[src/rtl/axis_block_assembler.sv]
// Packs WORDS upstream words into one BLOCK_WIDTH block (first word in the MSBs).
// One assembly register plus one output register sustain one word per cycle.
module axis_block_assembler #(
  parameter  int IN_WIDTH    = 32,
  parameter  int WORDS       = 4,
  localparam int BLOCK_WIDTH = IN_WIDTH * WORDS,
  localparam int CW          = $clog2(WORDS),
  localparam int WW          = $clog2(WORDS) + 1
) (
  input  logic                   clk,
  input  logic                   resetn,
  input  logic                   in_wren,
  input  logic [IN_WIDTH-1:0]    in_data,
  input  logic                   in_tlast,
  output logic                   in_busy,
  output logic                   out_valid,
  input  logic                   out_ready,
  output logic [BLOCK_WIDTH-1:0] out_data,
  output logic                   out_last,
  output logic [WW-1:0]          out_words
);

  typedef enum logic {FILL, HELD} state_e;

  typedef struct packed {
    logic [BLOCK_WIDTH-1:0] data;
    logic                   last;
    logic [WW-1:0]          words;
  } blk_t;

  state_e                 state_q, state_d;
  logic [CW-1:0]          cnt_q, cnt_d;
  logic [BLOCK_WIDTH-1:0] asm_q, asm_d;
  logic                   hlast_q, hlast_d;
  logic [WW-1:0]          hwords_q, hwords_d;
  blk_t                   out_q, out_d;
  logic                   ovld_q, ovld_d;

  logic                   acc, done, free;
  logic [BLOCK_WIDTH-1:0] merged;

  always_comb begin
    acc  = in_wren && (state_q == FILL);
    free = !ovld_q || out_ready;
    done = acc && ((cnt_q == CW'(WORDS - 1)) || in_tlast);

    merged = asm_q;
    for (int k = 0; k < WORDS; k++)
      if (cnt_q == CW'(k)) merged[BLOCK_WIDTH-1-k*IN_WIDTH -: IN_WIDTH] = in_data;

    state_d  = state_q;
    cnt_d    = cnt_q;
    asm_d    = asm_q;
    hlast_d  = hlast_q;
    hwords_d = hwords_q;
    out_d    = out_q;
    ovld_d   = ovld_q && !out_ready;

    case (state_q)
      FILL: begin
        if (done) begin
          cnt_d = '0;
          if (free) begin
            out_d.data  = merged;
            out_d.last  = in_tlast;
            out_d.words = WW'(cnt_q) + WW'(1);
            ovld_d      = 1'b1;
            asm_d       = '0;
          end else begin
            // Completed block parks in the assembly register until the output frees up.
            state_d  = HELD;
            asm_d    = merged;
            hlast_d  = in_tlast;
            hwords_d = WW'(cnt_q) + WW'(1);
          end
        end else if (acc) begin
          cnt_d = cnt_q + CW'(1);
          asm_d = merged;
        end
      end
      HELD: begin
        if (free) begin
          out_d.data  = asm_q;
          out_d.last  = hlast_q;
          out_d.words = hwords_q;
          ovld_d      = 1'b1;
          asm_d       = '0;
          state_d     = FILL;
        end
      end
      default: state_d = FILL;
    endcase
  end

  always_ff @(posedge clk or negedge resetn) begin
    if (!resetn) begin
      state_q  <= FILL;
      cnt_q    <= '0;
      asm_q    <= '0;
      hlast_q  <= 1'b0;
      hwords_q <= '0;
      out_q    <= '0;
      ovld_q   <= 1'b0;
    end else begin
      state_q  <= state_d;
      cnt_q    <= cnt_d;
      asm_q    <= asm_d;
      hlast_q  <= hlast_d;
      hwords_q <= hwords_d;
      out_q    <= out_d;
      ovld_q   <= ovld_d;
    end
  end

  assign in_busy   = (state_q == HELD);
  assign out_valid = ovld_q;
  assign out_data  = out_q.data;
  assign out_last  = out_q.last;
  assign out_words = out_q.words;

endmodule

[config.mk]
export PLATFORM = sky130hd
export DESIGN_NAME = axis_block_assembler
export DESIGN_NICKNAME = d
export VERILOG_FILES = /design/src/rtl/axis_block_assembler.sv
export SDC_FILE = /design/constraint.sdc
export NUM_CORES = 1
export LEC_CHECK = 0
export BUFFER_PORTS_ARGS = -buffer_cell sky130_fd_sc_hd__clkbuf_2
export CORE_ASPECT_RATIO = 1.2
export CORE_MARGIN = 8
export CORE_UTILIZATION = 40
export CTS_BUF_LIST = sky130_fd_sc_hd__clkbuf_16
export DETAILED_ROUTE_END_ITERATION = 7
export HOLD_SLACK_MARGIN = 0.1
export PLACE_DENSITY = 0.58
export SYNTH_ARGS = -nofsm -noshare
export SYNTH_HDL_FRONTEND = slang
export SYNTH_SLANG_ARGS = --single-unit
export TNS_END_PERCENT = 50
[constraint.sdc]
create_clock -name clk -period 3.6 [get_ports clk]
set_input_delay 1.08 -clock clk [delete_from_list [all_inputs] [get_ports clk]]
set_output_delay 1.08 -clock clk [all_outputs]
set_load 0.1 [all_outputs]
# Word level (Yosys, flattened, before mapping)
# Cells that the tools add are included.
totals:
  register_bits: 268
  in_bits: 37
  output_inout_bits: 134
  elab_cells: 54
op_classes:
  n_addsub: 2
  bitwise_logic: 2
  eq_ne: 7
  n_reduce_logical: 13
  muxes: 21
op_table:
  columns: ["op", "count"]
  rows:
  - ["$mux 128", 4]
  - ["$mux 132", 3]
  - ["$pmux 132 s2", 1]
  - ["$pmux 128 s2", 1]
  - ["$mux 32", 4]
  - ["$reduce_and 3->1", 2]
  - ["$eq 2x2->1 const B", 2]
  - ["$mux 1", 4]
  - ["$mux 2", 2]
  - ["$ne 2x2->1 const B", 2]
  - ["$pmux 1 s2", 2]
  - ["$reduce_and 2->1", 2]
  - ["$add 2x1->3 const B", 1]
  - ["$logic_and 1x1->1", 3]
  - ["$ne 3x3->1 const B", 1]
  - ["$add 2x1->2 const B", 1]
  - ["$eq 2x1->1 const B", 1]
  - ["$logic_not 1->1", 2]
  - ["$logic_not 2->1", 1]
  - ["$logic_or 1x1->1", 2]
  - ["$ne 2x1->1 const B", 1]
  - ["$not 1->1", 2]
  - ["$reduce_bool 2->1", 1]

# Longest topological paths before layout
# Gate-level depths: netlist (run 1).
depth:
  ltp_word: 5
  depth_mapped: 7
  depth_no_buf: 5

# Worst setup path after synthesis (run 1)
# Ideal clock, no wire load.
synth_timing:
  path_type: "input to register"
  start: "input port out_ready"
  end: "register out_q, in the netlist out_data[100]"
  arrival_ns: 2.112
  n_path_buf: 3
  setup_ns: 0.125
  required_time_ns: 3.475
  path_stages: 6
  path_slack_ns: 1.363
  path_cell_list: "nor2b_1 buf_2 a21oi_2 buf_4 buf_4 mux2_2"
synth_between:
  elab_chain_cells: 3
  word_cells_on_any_way: 4
  classes_between: "2 x eq/ne; 2 x reduce/logical"
synth_rtl:
  columns: ["item", "line_no", "source"]
  rows:
  - ["from (decl)", "17", "input logic out_ready,"]
  - ["$logic_or 1x1->1 (*)", "44", "free = !ovld_q || out_ready;"]
  - ["$ne 2x2->1 (no source line) / $ne 2x1->1 (equally long branches)", null, null]
  - ["$reduce_and 3->1 (no source line) (*)", null, null]
  - ["to (signal assigned)", "110", "out_q <= out_d;"]
  - ["to (decl)", "36", "blk_t out_q, out_d;"]
# Every way passes the cells marked *; elsewhere a longest branch is shown, timed or not.
# A chain may end at the register's enable or synchronous reset.

# Worst setup path after layout (run 1)
layout_timing:
  start: "register state_q, in the netlist in_busy"
  end: "output port in_busy"
layout_rtl:
  columns: ["item", "line_no", "source"]
  rows:
  - ["from (decl)", "31", "state_e state_q, state_d;"]
  - ["from (signal assigned)", "105", "state_q <= state_d;"]
  - ["to (decl)", "15", "output logic in_busy,"]
# No word-level cell between the ends.

==> implementation parameters, run 1 <==
Parameter                              Value

Layout
  Most frequent cells in the layout    sky130_fd_sc_hd__dfrtp_1 (268), sky130_fd_sc_hd__mux2_2 (253), sky130_fd_sc_hd__o2111ai_1 (251), sky130_fd_sc_hd__clkbuf_2 (169), sky130_fd_sc_hd__inv_1 (132)
  ANT cells    0
  Synthesis-to-layout area growth    14.5%
  Most common library cell in the layout ignoring fill and taps    sky130_fd_sc_hd__dfrtp_1
  Share of post-route cells with drive strength above 1    0.371
  Final instance count without filler cells    1804
  Total number of nets in the final design    1361

Placed design
  Count of input and output buffers    170
  Final weighted congestion in routability-driven placement    0.746
  Number of placed cells counting well taps    1753
  Worst slack, placed    921 ps
  Detail Placement HPWL    24900 microns

Critical path
  Crit path kind    register to output port
  Arrival time of the worst setup path    1920 ps
  Critical-path cell list    clkbuf_2
  Crit-path slowest cell    sky130_fd_sc_hd__dfrtp_1
  Slowest cell delay on critical path    780 ps
  Critical path buffer and inverter count    1
  Endpoint kind of the worst setup timing path    output port
  Worst-path fanout max    19
  Data required, critical path    2520 ps
  Kind of launch point of the worst setup path    register
  Family with the most delay on the worst path    flip-flops

Global routing
  Initial antenna violation count    0
  Leftover overflow at the end of global routing    0
  Maximum number of pins on one net before global-route repair    104
  First-pass GRT wire length    66000 microns
  Overall fraction of global-route tracks in use    0.190
  Via count of the first global-routing pass    11100

Timing
  Worst Hold Margin    453 ps
  Headroom to the max-slew limit    0.218
  Final number of setup-violating endpoints    0
  Highest attainable clock frequency    333 MHz
  Period utilization    0.833
  Sum of negative setup slack    0 ps
  Final setup margin    600 ps
  Endpoints failing hold    0
  Time the final worst path needs with I/O delays and setup    3000 ps
  Unrepaired setup endpoints after global routing    no
  Transition time of the tightest slew-check pin    1170 ps
  Max-slew violation total from the final report    0
  Setup clock skew after layout    6.38 ps

Clocking
  Total CTS buffers    29
  H-tree Lvls    1
  Maximum clock path buffer count    3
  CTS Root Buffer Type    sky130_fd_sc_hd__clkbuf_16
  CTS clk-pin slew, worst paths    60 ps
  Clk_lat worst skew    560 ps
  Post-CTS Setup Bufs    0
  PostCTS Resize Cnt    0
  Count of clock tree sinks    268
  CTS tree    built
  Number of hold-repair buffers added at the cts stage    0

Min path
  Worst hold path class    input pin to async pin

Route
  Overall routed net length    40600 microns
  Remaining design rule violation count    0
  Post-detailed-route wirelength per cell    22.5 microns
  Length of the first detailed-routing pass in iterations    5
  Count of routing violations after the opening detailed-route iteration    937
  Average vias per placed instance    6.01
  Via count    10800
  Antenna violation net count after detailed routing    0

Synth
  Sequential element share of the synthesized area    0.466
  Unique masters post-synth    27
  Leading area contributor after synthesis    sky130_fd_sc_hd__dfrtp_1
  Post-synthesis area per instance    11.5 sq um
  Gate count after technology mapping    1246
  Net count after synthesis    1291
  Synth top area cells    sky130_fd_sc_hd__dfrtp_1 (47%), sky130_fd_sc_hd__mux2_2 (20%), sky130_fd_sc_hd__o2111ai_1 (15%)
  Synth top area share    0.466
  Warnings from Yosys    0
  Mapped Area    14400 sq um
  Register bit total from synthesis    268

Die
  Chip Width    189 microns
  Initial standard-cell utilization of the core    0.403
  Standard-cell row count    76
  Core box area    35700 sq um
  Number of top-level design ports    171
  Area of the die    42300 sq um
  Die height    224 microns

Job
  Max-cap violations    0

Status
  Result of the run    finished, final reports clean

Power and ir drop
  Power per standard cell area    860 nW/um^2
  Sum of internal, switching and leakage power    14200 uW
  Leak Pwr    0.00699 uW
  Worst VDD drop    916 uV
[power by group]
part | internal [uW] | total [uW] | switching, uW | leakage [uW]
sequential | 3800 | 4320 | 522 | 0.00358
clock | 1800 | 3050 | 1250 | 0.000468
combinational | 1400 | 6790 | 5390 | 0.00294
total | 7000 | 14200 | 7160 | 0.00699
[sequential cells by signal, indices dropped and copies added, names as in the netlist]
name / cells
out_last: 1
out_valid: 1
asm_q: 128
out_data: 128
in_busy: 1
cnt_q: 2
out_words: 3
hlast_q: 1
hwords_q: 3
[worst paths after layout]
path                                from            end  slack [ps]  depth (start not counted)
max in group asynchronous         resetn    out_data[2]        2270                          2
min in group clk           out_data[101]  out_data[101]         490                          1
hold / removal                    resetn   out_data[52]         450                          1
setup reg to reg                cnt_q[0]      asm_q[61]        1050                          6
setup / recovery                 in_busy        in_busy         600                          1
hold reg to reg            out_data[101]  out_data[101]         490                          1
[per-stage QoR]
step,cell area (sq um),util
2_1_floorplan,14400,-
3_3_place_gp,15500,0.435
3_5_place_dp,15500,0.435
4_1_cts,16500,0.462
5_1_grt,16500,0.462
6_report,16500,0.462
[per-layer routing]
layer	wire (microns)	GRT usage	vias up
met5	0	0	-
met4	1330	0.0672	0
met3	1620	0.0271	60
met2	19500	0.310	218
met1	18100	0.254	5531
li1	-	-	5028
[Yosys cell counts]
cell	number
sky130_fd_sc_hd__dfrtp_1	268
sky130_fd_sc_hd__o21ai_0	4
sky130_fd_sc_hd__nor2_1	2
sky130_fd_sc_hd__nand2_1	3
sky130_fd_sc_hd__nand3_1	3
sky130_fd_sc_hd__clkbuf_1	84
sky130_fd_sc_hd__mux2_1	13
sky130_fd_sc_hd__a22oi_1	1
sky130_fd_sc_hd__a21oi_1	1
sky130_fd_sc_hd__nand2b_1	9
sky130_fd_sc_hd__nor2b_1	4
sky130_fd_sc_hd__buf_1	9
sky130_fd_sc_hd__buf_4	9
sky130_fd_sc_hd__o21ai_1	1
sky130_fd_sc_hd__mux2_2	253
sky130_fd_sc_hd__buf_6	3
sky130_fd_sc_hd__nand4_1	1
sky130_fd_sc_hd__o211ai_1	130
sky130_fd_sc_hd__o21ai_2	1
sky130_fd_sc_hd__ha_1	8
sky130_fd_sc_hd__or2_2	1
sky130_fd_sc_hd__a21oi_2	1
sky130_fd_sc_hd__o2111ai_1	251
sky130_fd_sc_hd__buf_2	50
sky130_fd_sc_hd__nand3b_1	4
sky130_fd_sc_hd__inv_1	131
sky130_fd_sc_hd__inv_2	1
[area by class of cell]
| cell class | count | area, sq um |
|---|---|---|
| Clock buffer | 29 | 726 |
| Fill cell | 3356 | 19200 |
| Timing Repair Buffer | 194 | 1200 |
| Sequential cell | 268 | 6710 |
| Tap cell | 468 | 586 |
| Clock inverter | 22 | 219 |
| Multi-Input combinational cell | 691 | 6530 |
| Inverter | 132 | 495 |
[kinds of logic (layout without fill, tap and decap cells)]
family,after synthesis,after routing,share of synthesized area
AOI/OAI and AO/OA,390,390,0.224
adders and majority gates,8,8,0.00696
buffers and inverters,287,377,0.0832
DFF,268,268,0.466
muxes,266,266,0.208
and+or+nand+nor,27,27,0.0110
Note: power is estimated with default switching activity, not from simulation.
==> run 2, diff against run 1 <==
clock period = 3.01 ns   (was 3.6 ns; I/O delays follow)
==> run 2 against run 1 <==
  * Register-to-register slack got worse by 380 ps
  * Critical path depth did not move
  * Largest power group unchanged
  * Highest routed layer unchanged
  * Routed wire length barely moved
  * Global-route usage fell by 0.082 points
  * Sequential power rose by 19%
  * Clock power rose by 15%
  * Critical path type unchanged
  * Sequential share of layout area fell by 0.17 points
  * Worst hold slack got worse by 150 ps
==> implementation parameters, run 2 (synthesis gave the netlist of run 1 again) <==
Parameter                              Value

Layout
  Most frequent cells in the layout    sky130_fd_sc_hd__dfrtp_1 (268), sky130_fd_sc_hd__mux2_2 (253), sky130_fd_sc_hd__o2111ai_1 (251), sky130_fd_sc_hd__clkbuf_2 (169), sky130_fd_sc_hd__inv_1 (138)
  ANT cells    0
  Fillcell total    3366
  Final Core Density    0.464
  Final instance count without filler cells    1818
  Most common library cell in the layout ignoring fill and taps    sky130_fd_sc_hd__dfrtp_1
  Multi-input gate area in the final layout    6530 sq um
  Final Cell Area    16500 sq um
  Share of post-route cells with drive strength above 1    0.378
  Register cell area after layout    6710 sq um
  Total number of nets in the final design    1373
  Synthesis-to-layout area growth    14.9%

Route
  Antenna violation net count after detailed routing    0
  Length of the first detailed-routing pass in iterations    5
  Count of routing violations after the opening detailed-route iteration    750
  Via count    10800
  Overall routed net length    40600 microns
  Post-detailed-route wirelength per cell    22.3 microns
  Average vias per placed instance    5.96
  Remaining design rule violation count    0

Power and ir drop
  Power dissipated by switching net loads    8570 uW
  Worst VDD drop    927 uV
  Power per standard cell area    1020 nW/um^2
  Switching fraction of total power    0.509
  Leak Pwr    0.00705 uW
  Internal cell power    8260 uW
  Proportion of power drawn by flip-flops and latches    0.305
  Combinational group share of total power    0.486
  Clock network power share    0.209

Job
  Max-cap violations    0

Placed design
  Final weighted congestion in routability-driven placement    0.730
  Worst slack, placed    506 ps
  Count of input and output buffers    170
  Detail Placement HPWL    25200 microns
  Post-detailed-placement cell area    15600 sq um
  Number of placed cells counting well taps    1764

Critical path
  Path depth of the worst reg2reg path    4
  Slowest cell delay on critical path    810 ps
  Critical-path cell list    clkbuf_2
  Crit-path slowest cell    sky130_fd_sc_hd__dfrtp_1
  Worst-path fanout max    19
  Total stage count of the critical path    1
  Critical path buffer and inverter count    1
  Data required, critical path    2110 ps
  Endpoint kind of the worst setup timing path    output port
  Family with the most delay on the worst path    flip-flops
  Crit path kind    register to output port
  Arrival time of the worst setup path    1950 ps
  Kind of launch point of the worst setup path    register

Clocking
  Count of clock tree sinks    268
  Maximum clock path buffer count    3
  Clk_lat worst skew    560 ps
  Number of hold-repair buffers added at the cts stage    0
  CTS Root Buffer Type    sky130_fd_sc_hd__clkbuf_16
  CTS clk-pin slew, worst paths    60 ps
  Total CTS buffers    30
  PostCTS Resize Cnt    0
  CTS tree    built
  Post-CTS Setup Bufs    0
  H-tree Lvls    1

Global routing
  Via count of the first global-routing pass    11000
  First-pass GRT wire length    65400 microns
  Overall fraction of global-route tracks in use    0.189
  Initial antenna violation count    0
  Leftover overflow at the end of global routing    0
  Maximum number of pins on one net before global-route repair    182

Timing
  Max-slew violation total from the final report    0
  Transition time of the tightest slew-check pin    1140 ps
  Final number of setup-violating endpoints    0
  Sum of negative setup slack    0 ps
  Unrepaired setup endpoints after global routing    no
  Final setup margin    159 ps
  Time the final worst path needs with I/O delays and setup    2850 ps
  Headroom to the max-slew limit    0.242
  Endpoints failing hold    0
  Setup clock skew after layout    12.3 ps
  Highest attainable clock frequency    351 MHz
  Period utilization    0.947

Die
  Standard-cell row count    76
  Chip Width    189 microns
  Initial standard-cell utilization of the core    0.403
  Die height    224 microns
  Area of the die    42300 sq um
  Number of top-level design ports    171
  Core box area    35700 sq um

Min path
  Worst hold path class    input pin to async pin

Status
  Result of the run    finished, final reports clean
run 2: through the flow:
step	power [uW]	hold slack [ps]
detailed placement	13400	476
global route	17600	334
finish	16800	304
global placement	13400	469
CTS	17000	314
floorplan	11800	474
run 2: final cells by class:
cell class                      instances  share of cell area
Sequential cell                       268               0.406
Clock inverter                         23             0.00938
Inverter                              132              0.0300
Multi-Input combinational cell        691               0.395
Clock buffer                           31              0.0469
Tap cell                              468              0.0354
Timing Repair Buffer                  205              0.0778
run 2: worst paths after layout:
path | slack [ps] | start | to
setup / recovery | 160 | in_busy | in_busy
hold / removal | 300 | resetn | out_data[52]
setup reg to reg | 670 | in_busy | out_data[15]
hold reg to reg | 480 | out_data[101] | out_data[101]
max in group asynchronous | 1820 | resetn | out_data[121]
min in group clk | 480 | out_data[101] | out_data[101]
run 2: metal layers:
metal,GRT usage,wire (microns),up-vias,part of all wire
met2,0.312,19600,243,0.48
li1,-,-,5053,-
met1,0.252,18100,5493,0.45
met5,0,0,-,0
met4,0.0596,1060,0,0.026
met3,0.0286,1790,53,0.044
run 2: power groups by stage:
stage	sequential [uW]	clock, uW	combinational [uW]
after global placement	5160	0	8190
after CTS	5140	3620	8270
after detailed placement	5190	0	8250
final	5130	3520	8190
after global routing	5260	3760	8550
after floorplan	9610	0	2160
==> run 3, diff against run 2 <==
clock period = 2.8 ns   (was 3.01 ns; I/O delays follow)
==> run 3 against run 2 <==
  * Total power grew 6.5%
  * Global-route usage grew 0.15 points
  * Flip-flop and latch count is the same
  * Clock-buffer cell count shrank 2
  * Non-clock buffer count grew 3
  * Die area is the same
  * Design area grew 0.30%
  * Worst hold slack lost 51 ps
  * Core utilization grew 0.14 points
  * Clock skew shrank 4.0 ps
  * Sequential share of layout area shrank 0.12 points
  * Critical endpoint unchanged
  * Largest cell class unchanged
==> implementation parameters, run 3 (synthesis gave the netlist of run 1 again) <==
Parameter                              Value

Status
  Result of the run    finished, final reports clean

Route
  Average vias per placed instance    5.98
  Post-detailed-route wirelength per cell    22.5 microns
  Antenna violation net count after detailed routing    0
  Remaining design rule violation count    0
  Count of routing violations after the opening detailed-route iteration    902
  Overall routed net length    40800 microns
  Length of the first detailed-routing pass in iterations    4
  Via count    10900

Global routing
  Leftover overflow at the end of global routing    0
  Overall fraction of global-route tracks in use    0.190
  First-pass GRT wire length    65800 microns
  Initial antenna violation count    0
  Maximum number of pins on one net before global-route repair    90
  Via count of the first global-routing pass    10800

Critical path
  Crit path kind    register to output port
  Crit-path slowest cell    sky130_fd_sc_hd__dfrtp_1
  Worst-path fanout max    11
  Endpoint kind of the worst setup timing path    output port
  Path depth of the worst reg2reg path    5
  Data required, critical path    1960 ps
  Startpoint of the worst register-to-register path    cnt_q[0]
  Worst r2r dst    asm_q[32]
  Worst setup slack for register-to-register paths    510 ps
  Kind of launch point of the worst setup path    register
  Family with the most delay on the worst path    flip-flops
  Critical-path cell list    clkbuf_2
  Slowest cell delay on critical path    600 ps
  Critical path buffer and inverter count    1
  Arrival time of the worst setup path    1700 ps

Clocking
  Count of clock tree sinks    268
  CTS tree    built
  Total CTS buffers    29
  CTS Root Buffer Type    sky130_fd_sc_hd__clkbuf_16
  Maximum clock path buffer count    3
  Clk_lat worst skew    560 ps
  CTS clk-pin slew, worst paths    60 ps
  PostCTS Resize Cnt    0
  Post-CTS Setup Bufs    0
  H-tree Lvls    1
  Number of hold-repair buffers added at the cts stage    0

Min path
  Worst hold path class    input pin to async pin

Layout
  Share of post-route cells with drive strength above 1    0.380
  Most common library cell in the layout ignoring fill and taps    sky130_fd_sc_hd__dfrtp_1
  ANT cells    0
  Most frequent cells in the layout    sky130_fd_sc_hd__dfrtp_1 (268), sky130_fd_sc_hd__mux2_2 (253), sky130_fd_sc_hd__o2111ai_1 (251), sky130_fd_sc_hd__clkbuf_2 (169), sky130_fd_sc_hd__inv_1 (137)
  Total number of nets in the final design    1375
  Synthesis-to-layout area growth    15.3%

Timing
  Period utilization    0.906
  Unrepaired setup endpoints after global routing    no
  Time the final worst path needs with I/O delays and setup    2540 ps
  Setup clock skew after layout    8.27 ps
  Highest attainable clock frequency    394 MHz
  Final number of setup-violating endpoints    0
  Transition time of the tightest slew-check pin    1190 ps
  Max-slew violation total from the final report    0
  Sum of negative setup slack    0 ps
  Headroom to the max-slew limit    0.206
  Endpoints failing hold    0

Placed design
  Detail Placement HPWL    25700 microns
  Count of input and output buffers    170
  Final weighted congestion in routability-driven placement    0.739

Power and ir drop
  Sum of internal, switching and leakage power    17900 uW
  Power per standard cell area    1080 nW/um^2
  Worst VDD drop    1170 uV
  Leak Pwr    0.00707 uW

Die
  Core box area    35700 sq um
  Die height    224 microns
  Initial standard-cell utilization of the core    0.403
  Chip Width    189 microns
  Number of top-level design ports    171
  Standard-cell row count    76
  Area of the die    42300 sq um

Job
  Max-cap violations    0
## run 3: layer usage
layer / up-vias / GRT usage / wire, microns / part of all wire
met5: - / 0 / 0 / 0
met4: 0 / 0.0833 / 1780 / 0.044
met3: 82 / 0.0257 / 1900 / 0.046
met2: 287 / 0.294 / 18700 / 0.46
met1: 5477 / 0.264 / 18400 / 0.45
li1: 5033 / - / - / -
## run 3: where the power goes
group          internal, uW  leakage [uW]  switching [uW]
registers              4880       0.00358             645
clock network          1960      0.000447            1610
logic                  1880       0.00304            6970
total                  8720       0.00707            9220
## run 3: worst max-delay path by stage
stage	from	endpoint	slack, ps	depth (start not counted)
after global routing	in_busy	in_busy	180	1
after detailed placement	in_tlast	out_data[78]	450	6
after floorplan	in_busy	out_data[101]	590	4
final	in_busy	in_busy	260	1
after global placement	in_tlast	out_data[19]	470	6
after CTS	in_busy	in_busy	210	1
## run 3: stage by stage
stage	instances	area [sq um]	hold WS (ps)	setup WS [ps]	util
6_report	1819	16600	253	264	0.465
5_1_grt	1819	16600	292	181	0.465
4_1_cts	1819	16600	258	215	0.465
3_5_place_dp	1767	15700	481	455	0.441
3_3_place_gp	1767	15700	467	473	0.441
2_1_floorplan	1246	14400	474	587	-
## run 3: final cells by class
class                      instances  area (sq um)
inverter                         132           495
clock buffer                      29           726
tap                              468           586
clock inverter                    23           131
fill                            3295         19100
sequential                       268          6710
timing repair buffer             208          1410
multi-input combinational        691          6530
